## config.mk

```make
export PLATFORM = sky130hd
export DESIGN_NAME = mul_share_arbiter
export DESIGN_NICKNAME = d
export VERILOG_FILES = /design/src/rtl/mul_share_arbiter.sv
export SDC_FILE = /design/constraint.sdc
export NUM_CORES = 1
export LEC_CHECK = 0
export CORE_AREA = 3 3 252 254
export DETAILED_ROUTE_END_ITERATION = 16
export DIE_AREA = 0 0 255 257
export DONT_BUFFER_PORTS = 1
export PLACE_DENSITY = 0.4
export SYNTH_ARGS = -nofsm -noshare
export SYNTH_HDL_FRONTEND = slang
export SYNTH_SLANG_ARGS = --single-unit
export TNS_END_PERCENT = 50
```

## constraint.sdc

```tcl
create_clock -name clk -period 1.9 [get_ports clk]
set_input_delay 0.19 -clock clk [delete_from_list [all_inputs] [get_ports clk]]
set_output_delay 0.19 -clock clk [all_outputs]
set_load 0.005 [all_outputs]
```

## src/rtl/mul_share_arbiter.sv

```systemverilog
`default_nettype none
`timescale 1ns/1ps
// ============================================================================
// Module   : mul_share_arbiter
// Brief    : Round-robin arbiter/sequencer sharing one WIDTHxWIDTH multiplier
//            between NUM_REQ requesters via the start/clear/done handshake.
// Revision : 1.0 - initial release
// ============================================================================
module mul_share_arbiter #(
  parameter int NUM_REQ = 2,
  parameter int WIDTH   = 64
) (
  input  logic                     clk,
  input  logic                     reset_n,
  input  logic [NUM_REQ-1:0]       req,
  input  logic [NUM_REQ*WIDTH-1:0] req_multiplier,
  input  logic [NUM_REQ*WIDTH-1:0] req_multiplicand,
  output logic [NUM_REQ-1:0]       done,
  output logic [2*WIDTH-1:0]       result,
  output logic [2:0]               grant_id,
  output logic                     busy,
  output logic [WIDTH-1:0]         m_multiplier,
  output logic [WIDTH-1:0]         m_multiplicand,
  output logic                     m_op_start,
  output logic                     m_op_clear,
  input  logic                     m_op_done,
  input  logic [2*WIDTH-1:0]       m_result
);

  typedef enum logic [1:0] {
    ST_IDLE  = 2'd0,
    ST_LOAD  = 2'd1,
    ST_RUN   = 2'd2,
    ST_CLEAR = 2'd3
  } state_t;

  localparam logic [3:0] c_num_req = 4'(NUM_REQ);
  localparam logic [2:0] c_last    = 3'(NUM_REQ - 1);

  state_t               r_state, w_state_nxt;
  logic [2:0]           r_rr_ptr, w_rr_ptr_nxt;
  logic [NUM_REQ-1:0]   r_done, w_done_nxt;
  logic [2*WIDTH-1:0]   r_result, w_result_nxt;
  logic [2:0]           r_grant_id, w_grant_id_nxt;
  logic                 r_busy, w_busy_nxt;
  logic [WIDTH-1:0]     r_mplier, w_mplier_nxt;
  logic [WIDTH-1:0]     r_mcand, w_mcand_nxt;
  logic                 r_start, w_start_nxt;
  logic                 r_clear, w_clear_nxt;

  logic [2*NUM_REQ-1:0] w_req_rot;
  logic                 w_any_req;
  logic [2:0]           w_winner;
  logic [3:0]           w_sum;
  logic [WIDTH-1:0]     w_sel_a, w_sel_b;

  // Rotating the doubled request vector puts rr_ptr at bit 0, so the first
  // set bit from the bottom is the round-robin winner.
  assign w_req_rot = {req, req} >> r_rr_ptr;

  always_comb begin
    w_any_req = 1'b0;
    w_winner  = '0;
    w_sum     = '0;
    for (int i = NUM_REQ - 1; i >= 0; i--) begin
      if (w_req_rot[i]) begin
        w_any_req = 1'b1;
        w_sum     = {1'b0, r_rr_ptr} + 4'(i);
        if (w_sum >= c_num_req) begin
          w_sum = w_sum - c_num_req;
        end
        w_winner = w_sum[2:0];
      end
    end
  end

  always_comb begin
    w_sel_a = '0;
    w_sel_b = '0;
    for (int i = 0; i < NUM_REQ; i++) begin
      if (w_winner == 3'(i)) begin
        w_sel_a = req_multiplier[i*WIDTH +: WIDTH];
        w_sel_b = req_multiplicand[i*WIDTH +: WIDTH];
      end
    end
  end

  always_ff @(posedge clk or negedge reset_n) begin
    if (!reset_n) begin
      r_state    <= ST_IDLE;
      r_rr_ptr   <= '0;
      r_done     <= '0;
      r_result   <= '0;
      r_grant_id <= '0;
      r_busy     <= 1'b0;
      r_mplier   <= '0;
      r_mcand    <= '0;
      r_start    <= 1'b0;
      r_clear    <= 1'b0;
    end else begin
      r_state    <= w_state_nxt;
      r_rr_ptr   <= w_rr_ptr_nxt;
      r_done     <= w_done_nxt;
      r_result   <= w_result_nxt;
      r_grant_id <= w_grant_id_nxt;
      r_busy     <= w_busy_nxt;
      r_mplier   <= w_mplier_nxt;
      r_mcand    <= w_mcand_nxt;
      r_start    <= w_start_nxt;
      r_clear    <= w_clear_nxt;
    end
  end

  always_comb begin
    w_state_nxt    = r_state;
    w_rr_ptr_nxt   = r_rr_ptr;
    w_done_nxt     = '0;
    w_result_nxt   = r_result;
    w_grant_id_nxt = r_grant_id;
    w_busy_nxt     = r_busy;
    w_mplier_nxt   = r_mplier;
    w_mcand_nxt    = r_mcand;
    w_start_nxt    = r_start;
    w_clear_nxt    = r_clear;
    case (r_state)
      ST_IDLE: begin
        w_start_nxt = 1'b0;
        w_clear_nxt = 1'b0;
        if (w_any_req) begin
          w_grant_id_nxt = w_winner;
          w_mplier_nxt   = w_sel_a;
          w_mcand_nxt    = w_sel_b;
          w_busy_nxt     = 1'b1;
          w_state_nxt    = ST_LOAD;
        end
      end
      ST_LOAD: begin
        w_start_nxt = 1'b1;
        w_state_nxt = ST_RUN;
      end
      ST_RUN: begin
        if (m_op_done) begin
          w_result_nxt = m_result;
          for (int i = 0; i < NUM_REQ; i++) begin
            w_done_nxt[i] = (r_grant_id == 3'(i));
          end
          w_start_nxt = 1'b0;
          w_clear_nxt = 1'b1;
          w_state_nxt = ST_CLEAR;
        end
      end
      ST_CLEAR: begin
        w_clear_nxt  = 1'b0;
        w_busy_nxt   = 1'b0;
        w_rr_ptr_nxt = (r_grant_id == c_last) ? 3'd0 : r_grant_id + 3'd1;
        w_state_nxt  = ST_IDLE;
      end
      default: begin
        w_state_nxt = ST_IDLE;
      end
    endcase
  end

  assign done           = r_done;
  assign result         = r_result;
  assign grant_id       = r_grant_id;
  assign busy           = r_busy;
  assign m_multiplier   = r_mplier;
  assign m_multiplicand = r_mcand;
  assign m_op_start     = r_start;
  assign m_op_clear     = r_clear;

endmodule
`default_nettype wire

```

==> qor_table.md, run 1 <==
| Group | Metric | This run |
|:---|:---|:---|
| floorplan | Total number of placement rows | 91 |
| floorplan | Initial core utilization | 0.211 |
| floorplan | Die extent in y | 257 um |
| synthesis | Share of the synthesized area in the top cell type | 0.518 |
| clock tree | Maximum level of the CTS H-tree | 2 |
| clock tree | Post-CTS setup buffers | 3 |
| synthesis | Multiplexer area fraction after synthesis | 0.214 |
| status | Outcome | stopped before the end |
| synthesis | Count of cell types in the netlist | 41 |
| synthesis | Net count after synthesis | 1344 |
| synthesis | Post-synth top cells | sky130_fd_sc_hd__dfrtp_1 (269), sky130_fd_sc_hd__nor2_1 (136), sky130_fd_sc_hd__mux2_2 (132), sky130_fd_sc_hd__mux2i_1 (129), sky130_fd_sc_hd__a221oi_2 (120) |
| synthesis | Most instantiated library cell after synthesis | sky130_fd_sc_hd__dfrtp_1 |
| synthesis | Count of flip-flops with a built-in enable after synthesis | 0 |
| synthesis | Yosys warning total | 0 |
| synthesis | Register area share after synthesis | 0.518 |
| synthesis | Compound-cell area share of the yosys netlist | 0.155 |
| place | Final weighted congestion in routability-driven placement | 0.756 |
| synthesis | Most area-consuming cells after synthesis | sky130_fd_sc_hd__dfrtp_1 (52%), sky130_fd_sc_hd__a221oi_2 (14%), sky130_fd_sc_hd__mux2_2 (11%), sky130_fd_sc_hd__mux2i_1 (9.9%), sky130_fd_sc_hd__nor2_1 (3.9%) |
| synthesis | Xor-xnor portion of the synthesized cell area | 0.00135 |
| synthesis | Largest family of logic cells by synthesized area | multiplexers |
| synthesis | Number of register bits inferred by synthesis | 269 |
| synthesis | Adder-cell share of the synthesized area | 0.0106 |
| clock tree | Clock Root Buffer | sky130_fd_sc_hd__clkbuf_16 |
| clock tree | Number of buffers inserted by hold repair at cts | 361 |
| place | Quantity of I/O buffers inserted on ports | 0 |
| floorplan | I/O pin count | 653 |
| synthesis | Share of flip-flops with an asynchronous set or reset | 1.00 |
| clock tree | Deepest clock path buffer count | 3 |
| synthesis | Mapped cell area | 13000 um^2 |
| place | Post-Place Worst Slack | -304 ps |
| place | Half-perimeter wire length of the detailed placement result | 31600 um |
| clock tree | PostCTS Resize Cnt | 32 |
| clock tree | Sink Count | 269 |
| synthesis | Mean instance size in the synthesized netlist | 13.8 um^2 |
| synthesis | Fraction of the mapped netlist area in simple logic gates | 0.0507 |
| clock tree | Inserted Clock Buffers | 34 |
| status | Halt point of the flow | 4_1_cts |
| status | Error that halted the flow | [ERROR RSZ-0060] Max buffer count reached. |
| synthesis | Synthesized instance count | 944 |
| floorplan | Horiz. Die Dim | 255 um |
| synthesis | Leading area contributor after synthesis | sky130_fd_sc_hd__dfrtp_1 |
| synthesis | Synth Flop Type | sky130_fd_sc_hd__dfrtp_1 |
[stage by stage]
| stage | hold slack [ps] | std cells | cell area, um^2 | utilization |
|---|---|---|---|---|
| floorplan | -106 | 944 | 13000 | - |
| global placement | -94.3 | 1741 | 14500 | 0.235 |
| detailed placement | -95.3 | 1741 | 14500 | 0.235 |
[cell families after synthesis]
kind of cell,count (synthesis)
XOR/XNOR,2
multiplexers,261
adder cells (fa/ha/maj),11
flip-flops,269
AND/OR/NAND/NOR,161
AO/OA/AOI/OAI,149
buffers and inverters,91
==> run 2: changes to the inputs <==
Settings changed: CORE_AREA 3 3 252 254 to 3 3 254 256, DIE_AREA 0 0 255 257 to 0 0 257 259, PLACE_DENSITY 0.4 to unset, PLACE_DENSITY_LB_ADDON set to 0.15.
Clock period 1.9 ns to 2.5 ns, I/O delays scaled along.
==> run 2 against run 1 <==
  * The flow now finishes, with violations (hold timing)
  * Area after synthesis stayed put
  * Synthesized cell count stayed put
==> qor_table.md, run 2 <==
| Group | Metric | This run | Change |
|:---|:---|:---|:---|
| status | Outcome | finished with violations |  |
| status | Violated checks | hold timing |  |
| floorplan | Total number of placement rows | 92 | +1.1% |
| synthesis | Share of flip-flops with an asynchronous set or reset | 1.00 | unchanged |
| floorplan | Full die area | 66600 um^2 |  |
| global route | Maximum number of pins on one net before global-route repair | 270 |  |
| cells and area | Post-synthesis to final-layout area growth | 36.2% |  |
| synthesis | Largest family of logic cells by synthesized area | multiplexers |  |
| timing | Hold slack | -580 ps |  |
| synthesis | Fraction of the mapped netlist area in simple logic gates | 0.0507 | unchanged |
| global route | Number of antenna violations at the first check in global routing | 1 |  |
| synthesis | Most area-consuming cells after synthesis | sky130_fd_sc_hd__dfrtp_1 (52%), sky130_fd_sc_hd__a221oi_2 (14%), sky130_fd_sc_hd__mux2_2 (11%), sky130_fd_sc_hd__mux2i_1 (9.9%), sky130_fd_sc_hd__nor2_1 (3.9%) |  |
| synthesis | Synth Flop Type | sky130_fd_sc_hd__dfrtp_1 |  |
| timing | Final critical-path required period | 2390 ps |  |
| critical path | Category of the worst setup path launch point | flip-flop |  |
| drt | Initial drt markers | 432 |  |
| synthesis | Compound-cell area share of the yosys netlist | 0.155 | unchanged |
| clock tree | Clk pin slew, worst setup/hold paths | 60 ps |  |
| synthesis | Mapped cell area | 13000 um^2 | unchanged |
| floorplan | Horiz. Die Dim | 257 um | +0.78% |
| timing | RSZ-0062 raised after global routing | yes |  |
| drt | DRC | 0 |  |
| timing | Maximum clock frequency | 0.418 GHz |  |
| synthesis | Net count after synthesis | 1344 | unchanged |
| synthesis | Number of register bits inferred by synthesis | 269 | unchanged |
| synthesis | Post-synth top cells | sky130_fd_sc_hd__dfrtp_1 (269), sky130_fd_sc_hd__nor2_1 (136), sky130_fd_sc_hd__mux2_2 (132), sky130_fd_sc_hd__mux2i_1 (129), sky130_fd_sc_hd__a221oi_2 (120) |  |
| global route | Number of global-route vias before repair | 9599 |  |
| cells and area | Commonest non-fill, non-tap cell in the layout | sky130_fd_sc_hd__dfrtp_1 |  |
| drt | Wire length after detailed routing | 43400 um |  |
| synthesis | Yosys warning total | 0 | unchanged |
| run | Total of max-cap violations | 0 |  |
| floorplan | I/O pin count | 653 | unchanged |
| critical path | Slowest stage cell on the critical path | sky130_fd_sc_hd__dfrtp_2 |  |
| timing | Transition time at the pin with the least slew margin | 934 ps |  |
| critical path | Highest cell delay on the worst timing path | 450 ps |  |
| synthesis | Synthesized instance count | 944 | unchanged |
| synthesis | Most instantiated library cell after synthesis | sky130_fd_sc_hd__dfrtp_1 |  |
| power and ir drop | Total power density per cell area | 1220 nW/um^2 |  |
| power and ir drop | Leakage dissipation | 7.13 nW |  |
| critical path | Top fanout value on the critical path | 67 |  |
| cells and area | Net count of the finished layout | 1588 |  |
| synthesis | Adder-cell share of the synthesized area | 0.0106 | unchanged |
| place | Final weighted congestion in routability-driven placement | 0.764 | +1.1% |
| cells and area | Commonest cells after routing, fill and taps aside | sky130_fd_sc_hd__dfrtp_1 (267), sky130_fd_sc_hd__dlygate4sd3_1 (265), sky130_fd_sc_hd__nor2_1 (136), sky130_fd_sc_hd__mux2_2 (132), sky130_fd_sc_hd__mux2i_1 (129) |  |
| synthesis | Multiplexer area fraction after synthesis | 0.214 | unchanged |
| floorplan | Core area | 62700 um^2 |  |
| drt | Total number of vias | 8887 |  |
| cells and area | Ant diodes | 0 |  |
| synthesis | Share of the synthesized area in the top cell type | 0.518 | unchanged |
| synthesis | Count of flip-flops with a built-in enable after synthesis | 0 | unchanged |
| timing | Final hold vios | 269 |  |
| critical path | CP cell instances | inv_1 > ha_1 > nor3b_2 > a21oi_1 > a32o_4 > buf_12 > a221oi_2 |  |
| global route | Overflow left after global routing | 0 |  |
| global route | Aggregate global-route resource usage | 0.124 |  |
| global route | Global-route wire length before repair | 64000 um |  |
| critical path | Worst Path Arrival | 2810 ps |  |
| drt | WL/cell | 21.1 um |  |
| timing | Clock tree skew after final layout | 18.5 ps |  |
| synthesis | Mean instance size in the synthesized netlist | 13.8 um^2 | unchanged |
| clock tree | Clock Root Buffer | sky130_fd_sc_hd__clkbuf_16 |  |
| critical path | Required time worst endpoint | 2920 ps |  |
| clock tree | Maximum level of the CTS H-tree | 2 | unchanged |
| timing | Portion of the clock cycle consumed by the worst path in the final layout | 0.956 |  |
| timing | Final Slew Violations | 0 |  |
| clock tree | Sink Count | 269 | unchanged |
| drt | First-pass detailed-route iteration total | 4 |  |
| floorplan | Initial core utilization | 0.207 | -0.00422 |
| place | Half-perimeter wire length of the detailed placement result | 29900 um | -5.2% |
| cells and area | Share of cells above drive strength 1 | 0.285 |  |
| power and ir drop | Sum of internal, switching and leakage power | 21.6 mW |  |
| critical path | CP Capture Type | flip-flop |  |
| synthesis | Leading area contributor after synthesis | sky130_fd_sc_hd__dfrtp_1 |  |
| synthesis | Register area share after synthesis | 0.518 | unchanged |
| timing | Slew margin rel. | 0.377 |  |
| power and ir drop | Worst VDD drop | 0.000582 V |  |
| drt | Post-detailed-route via-to-cell ratio | 4.32 |  |
| floorplan | Die extent in y | 259 um | +0.78% |
| hold path | HP Class | in -> async |  |
| timing | Final Setup Violations | 0 |  |
| clock tree | Deepest clock path buffer count | 3 | unchanged |
| place | Quantity of I/O buffers inserted on ports | 0 | unchanged |
| drt | Post-route ant nets | 0 |  |
| critical path | Start-to-end type of the worst setup path | reg -> reg |  |
| clock tree | CTS tree | yes |  |
| critical path | Number of cells traversed by the worst register-to-register path | 7 |  |
| synthesis | Count of cell types in the netlist | 41 | unchanged |
| timing | Total negative setup slack | 0 ps |  |
| clock tree | Clock Latency Late Sink | 530 ps |  |
| cells and area | Largest register FFs | 128 |  |
| clock tree | Inserted Clock Buffers | 35 | +2.9% |
| synthesis | Xor-xnor portion of the synthesized cell area | 0.00135 | unchanged |
-- run 2: worst max-delay path: cells and delay by family, from the launching register on --
family | cells | cell delay (ps)
flip-flops | 1 | 450
adder cells (fa/ha/maj) | 1 | 360
AND/OR/NAND/NOR | 1 | 210
buffers and inverters | 2 | 250
AO/OA/AOI/OAI | 3 | 800
-- run 2: timing repair --
item | CTS | global route
setup buffers | 0 | 0
setup endpoints to repair | 0 | 69
gates resized for setup | 0 | 5
hold buffers | 261 | 4
hold endpoints to repair | 465 | 273
-- run 2: final timing paths --
kind,slack [ps],from,end
worst min-delay path,-580,reset_n,result[91]
min in group clk,10,req_multiplier[42],m_multiplier[42]
max in group asynchronous,2610,reset_n,m_multiplicand[19]
worst min register to register,540,result[99],result[99]
worst max-delay path,110,r_rr_ptr[0],m_multiplier[9]
worst max register to register,110,r_rr_ptr[0],m_multiplier[9]
-- run 2: layout make-up --
class	count	area [um^2]
clock buffer	49	990
clock inverter	11	153
multi-input combinational	584	5660
inverter	5	18.8
tap	846	1060
sequential	269	6730
fill	6406	45000
timing repair buffer	293	3100
-- run 2: logic make-up after synthesis --
family | after synthesis
flip-flops | 269
AND/OR/NAND/NOR | 161
XOR/XNOR | 2
adder cells (fa/ha/maj) | 11
buffers and inverters | 91
AO/OA/AOI/OAI | 149
multiplexers | 261
-- run 2: routing by layer --
layer,up-vias,wire [um],GRT usage
met2,424,22500,0.222
met3,43,3990,0.0471
met4,2,695,0.0287
li1,4016,-,-
met1,4402,16200,0.140
met5,-,20,0
-- run 2: power by group --
group | internal (mW) | leakage [nW] | switching, mW
clock | 3.08 | 0.561 | 2.00
combinational | 3.76 | 3.43 | 3.74
sequential | 6.64 | 3.13 | 2.38
total | 13.5 | 7.13 | 8.11
-- run 2: stage by stage --
step | hold slack (ps) | area (um^2) | setup WS, ps | utilization | instances
after floorplan | -45.6 | 13000 | 475 | - | 944
after global placement | -34.3 | 13900 | 143 | 0.221 | 1732
after detailed placement | -34.4 | 13900 | 134 | 0.221 | 1732
after CTS | -625 | 17600 | 54.2 | 0.281 | 2053
after global routing | -631 | 17700 | -10.4 | 0.282 | 2057
final | -580 | 17700 | 110 | 0.282 | 2057
Note: power is estimated with default switching activity, not from simulation.
==> variant 1 (settings of run 2) <==
Make the reset (`reset_n`) synchronous in one clocked block.
--- a/src/rtl/mul_share_arbiter.sv
+++ b/src/rtl/mul_share_arbiter.sv
@@ -85,7 +85,7 @@
     end
   end
 
-  always_ff @(posedge clk or negedge reset_n) begin
+  always_ff @(posedge clk) begin
     if (!reset_n) begin
       r_state    <= ST_IDLE;
       r_rr_ptr   <= '0;
Check against the original RTL: differs if reset_n is asserted again (counterexample within 4 cycles, from zero or initial values and one cycle with reset_n low); with reset_n held inactive, the same outputs for 4 cycles.
==> variant 1 against run 2 <==
Die area unchanged; routed wire length increased by 13%; fmax increased by 1.7%; sequential cell count unchanged; synthesized area decreased by 6.5%; critical endpoint is now m_multiplicand[30]$_SDFFE_PN0P_; cell area decreased by 4.8%; worst setup slack improved by 41 ps; synthesized cell count increased by 34%; power decreased by 11%; sequential share of layout area decreased by 6.1 points; global-route usage increased by 1.3 points; critical path type unchanged.
==> variant 1: results (changes against run 2) <==
[routing]
wirelength_mm=48.9  ; +13%
drt_pre_antenna_iters=5  ; +1
first_iter_violations=505  ; +17%
dr_wl_met2_mm=24.2  ; +7.9%
top_layer_used=met4
wirelength_met1_mm=18.5  ; +15%
met3_length_mm=4.61  ; +15%
via_count=10700  ; +21%

[place]
post-dp-hpwl_mm=33.7  ; +13%

[global_routing]
grt_pass1_vias=11200  ; +16%
grt_pass1_wl_mm=71.1  ; +11%

[synthesis]
synthArstFlopShare=0  ; -1.00
synth_cell_types=44  ; +7.3%
synth_flop_cell=dfxtp_1
syn_nets=1666  ; +24%
synth_seq_area_share=0.443  ; -0.0748
synthTopCellsByArea=dfxtp_1, a211oi_2, o221ai_1

[setup_path]
crit_path_top_delay_cell=dlygate4sd3_1
crit_arrival_ps=2800  ; about the same
slowest_delay_ps=610  ; +160 ps

[status]
status=finished clean

[hold_path]
hp-class=in -> reg

[power]
p_sw_uw=7780  ; -4.2%
p_leak_uw=0.00536  ; -25%
peakVddDrop_mv=0.455  ; -22%

[layout]
nNetsFinal=1870  ; +18%

[cts]
numCtsBuffers=34  ; -2.9%

[timing]
clock_skew_ps=12.7  ; -5.78 ps

[variant 1: area by class of cell]
| cell class | count | area (µm²) |
|---|---|---|
| Antenna cell | 9 | 22.5 |
| Clock buffer | 47 | 960 |
| Clock inverter | 11 | 104 |
| Fill cell | 6603 | 45900 |
| Inverter | 8 | 37.5 |
| Multi-Input combinational cell | 845 | 6000 |
| Sequential cell | 269 | 5390 |
| Tap cell | 846 | 1060 |
| Timing Repair Buffer | 312 | 3280 |
[variant 1: cells by family after synthesis]
| kind of cell | Yosys count | share of synthesized area |
|---|---|---|
| compound gates | 413 | 0.300 |
| mux | 2 | 0.00195 |
| buf+inv | 152 | 0.0684 |
| xor+xnor | 3 | 0.00216 |
| flops | 269 | 0.443 |
| simple gates | 416 | 0.173 |
| fa+ha+maj | 11 | 0.0113 |
[variant 1: layer usage]
metal,GRT usage,up-vias
met2,0.241,504
li1,-,5086
met3,0.0516,72
met5,0,-
met1,0.151,5082
met4,0.0502,0
[variant 1: worst register-to-register path: stages (launching register included)]
cell           delay (ps)
dfxtp_1               400
inv_1                 110
ha_2                  260
and3b_4               240
buf_12                180
nand3b_1              180
o221ai_1              110
dlygate4sd3_1         610
a211oi_2              180
[variant 1: worst paths after layout]
kind | from | to | slack [ps] | cells after the start
worst max register to register | r_state[0]$_SDFFE_PN0P_ | m_multiplicand[30]$_SDFFE_PN0P_ | 150 | 8
worst max-delay path | r_state[0]$_SDFFE_PN0P_ | m_multiplicand[30]$_SDFFE_PN0P_ | 150 | 8
worst min register to register | result[2]$_SDFFE_PN0P_ | result[2]$_SDFFE_PN0P_ | 480 | 2
worst min-delay path | req_multiplier[98] | m_multiplier[34]$_SDFFE_PN0P_ | 10 | 2
[variant 1: through the flow]
step	cells	power (µW)	cell area, µm²	worst slack (ps)
floorplan	1266	12200	12200	576
global placement	2012	14300	13100	214
detailed placement	2012	14300	13100	212
CTS	2337	19600	16800	57.6
global route	2345	20500	16800	15.3
finish	2347	19200	16800	150
[variant 1: repair_timing]
action | CTS | global route
hold endpoints to repair | 241 | 1
endpoints found under the setup margin | 0 | 1
gates resized for setup | 0 | 3
hold buffers | 267 | 1
[variant 1: power by group through the flow]
stage	clock network [µW]	registers [µW]	logic [µW]
after CTS	4990	6800	7840
after global routing	5120	6890	8500
after detailed placement	0	6890	7420
after global placement	0	6940	7360
after floorplan	0	6280	5890
final	4750	6760	7710
==> variant 2 (flow settings as in run 2) <==
Without the edit above. The parameter `NUM_REQ` goes from 2 to 1.
--- a/src/rtl/mul_share_arbiter.sv
+++ b/src/rtl/mul_share_arbiter.sv
@@ -7,7 +7,7 @@
 // Revision : 1.0 - initial release
 // ============================================================================
 module mul_share_arbiter #(
-  parameter int NUM_REQ = 2,
+  parameter int NUM_REQ = 1,
   parameter int WIDTH   = 64
 ) (
   input  logic                     clk,
Interface: changed (resized done, req, req_multiplicand and req_multiplier); port bits go from 653 to 523. No check against the original RTL was run, so the function may have changed too.
==> variant 2 against run 2 <==
The flow still finishes with violations (negative hold slack); synthesized area shrank 19%; sequential share of layout area grew 6.5 points; power shrank 20%; routed wire length shrank 20%; cell area shrank 15%; worst setup slack gained 400 ps; sequential cell count shrank 1; final cell count shrank 2.2%; non-clock buffer count shrank 12.
==> variant 2: results (changes against run 2) <==
[status]
status=complete, but fails checks
violations=negative hold slack

[global_routing]
grt_use_met3=0.0365  ; -0.0106
grt_usage=0.101  ; -0.0236
grt_max_degree=269  ; -0.37%
use_met1=0.106  ; -0.0345
grt_use_met2=0.184  ; -0.0373
grt_pass1_vias=8369  ; -13%
grt_pass1_wl_mm=52.7  ; -18%

[layout]
bufAreaShareNonClock=0.189  ; +0.0146
multi_input_gates=555  ; -5.0%
clockNetworkAreaShare=0.0651  ; +0.000543
inv_count=7  ; +2
multi_input_area_um2=3430  ; -39%
n_clock_buffer=45  ; -8.2%
buffers=281  ; -4.1%
seq_share=0.445  ; +0.0651
area_growth_pct=43.0
antenna_cells=1  ; +1
nNetsFinal=1414  ; -11%
drive_gt1_frac=0.175  ; -0.110

[synthesis]
avgSynthCellArea_um2=11.9  ; -14%
synth_seq_area_share=0.637  ; +0.119
syn_nets=1158  ; -14%
ys_seq_elements=268  ; -0.37%

[timing]
whs_ps=-620  ; -39.1 ps
clock_skew_ps=15.0  ; -3.51 ps
hold_viol_final=268  ; -0.37%
maxSlewHeadroom=0.643  ; +0.265

[setup_path]
r2r-end=result[5]$_DFFE_PN0P_
crit_arrival_ps=2440  ; -370 ps
reg2reg_slack_ps=510  ; +400 ps
cp-startpoint=r_state[0]$_DFFE_PN0P_

[power]
peakVddDrop_mv=0.693  ; +19%
p_leak_uw=0.00627  ; -12%

[routing]
met3_length_mm=3.32  ; -17%
via_count=7521  ; -15%
first_iter_violations=369  ; -15%
top_layer_used=met4

[cts]
htreeDepth=1  ; -1

[place]
post-dp-hpwl_mm=24.0  ; -20%

-- variant 2: changes by cell type after synthesis, sizes merged, moves of 5 or more --
cell | run 2 | this run
nor2 | 136 | 5
a21oi | 7 | 2
o21ai | 2 | 130
mux2i | 129 | 1
a221oi | 128 | 0
buf | 69 | 42
nand2 | 11 | 260
-- variant 2: cells by family (layout without fill, tap and decap cells) --
logic type / after synthesis / after routing / share of synthesized area
and+or+nand+nor: 274 / 274 / 0.101
DFF: 268 / 268 / 0.637
AOI/OAI and AO/OA: 139 / 139 / 0.0679
muxes: 132 / 132 / 0.141
buffers and inverters: 65 / 342 / 0.0411
adders and majority gates: 10 / 10 / 0.0119
other: 0 / 1 / 0
-- variant 2: critical path: stages (launching register included) --
cell and delay, ps:
dfrtp_1 410, inv_1 100, ha_1 280, nand2_4 400
buf_12 250, mux2_2 360
-- variant 2: power breakdown --
part           leakage [µW]  internal (µW)  switching, µW
combinational       0.00246           2190           2150
sequential          0.00333           6440           1970
clock              0.000481           2620           1840
total               0.00627          11200           5960
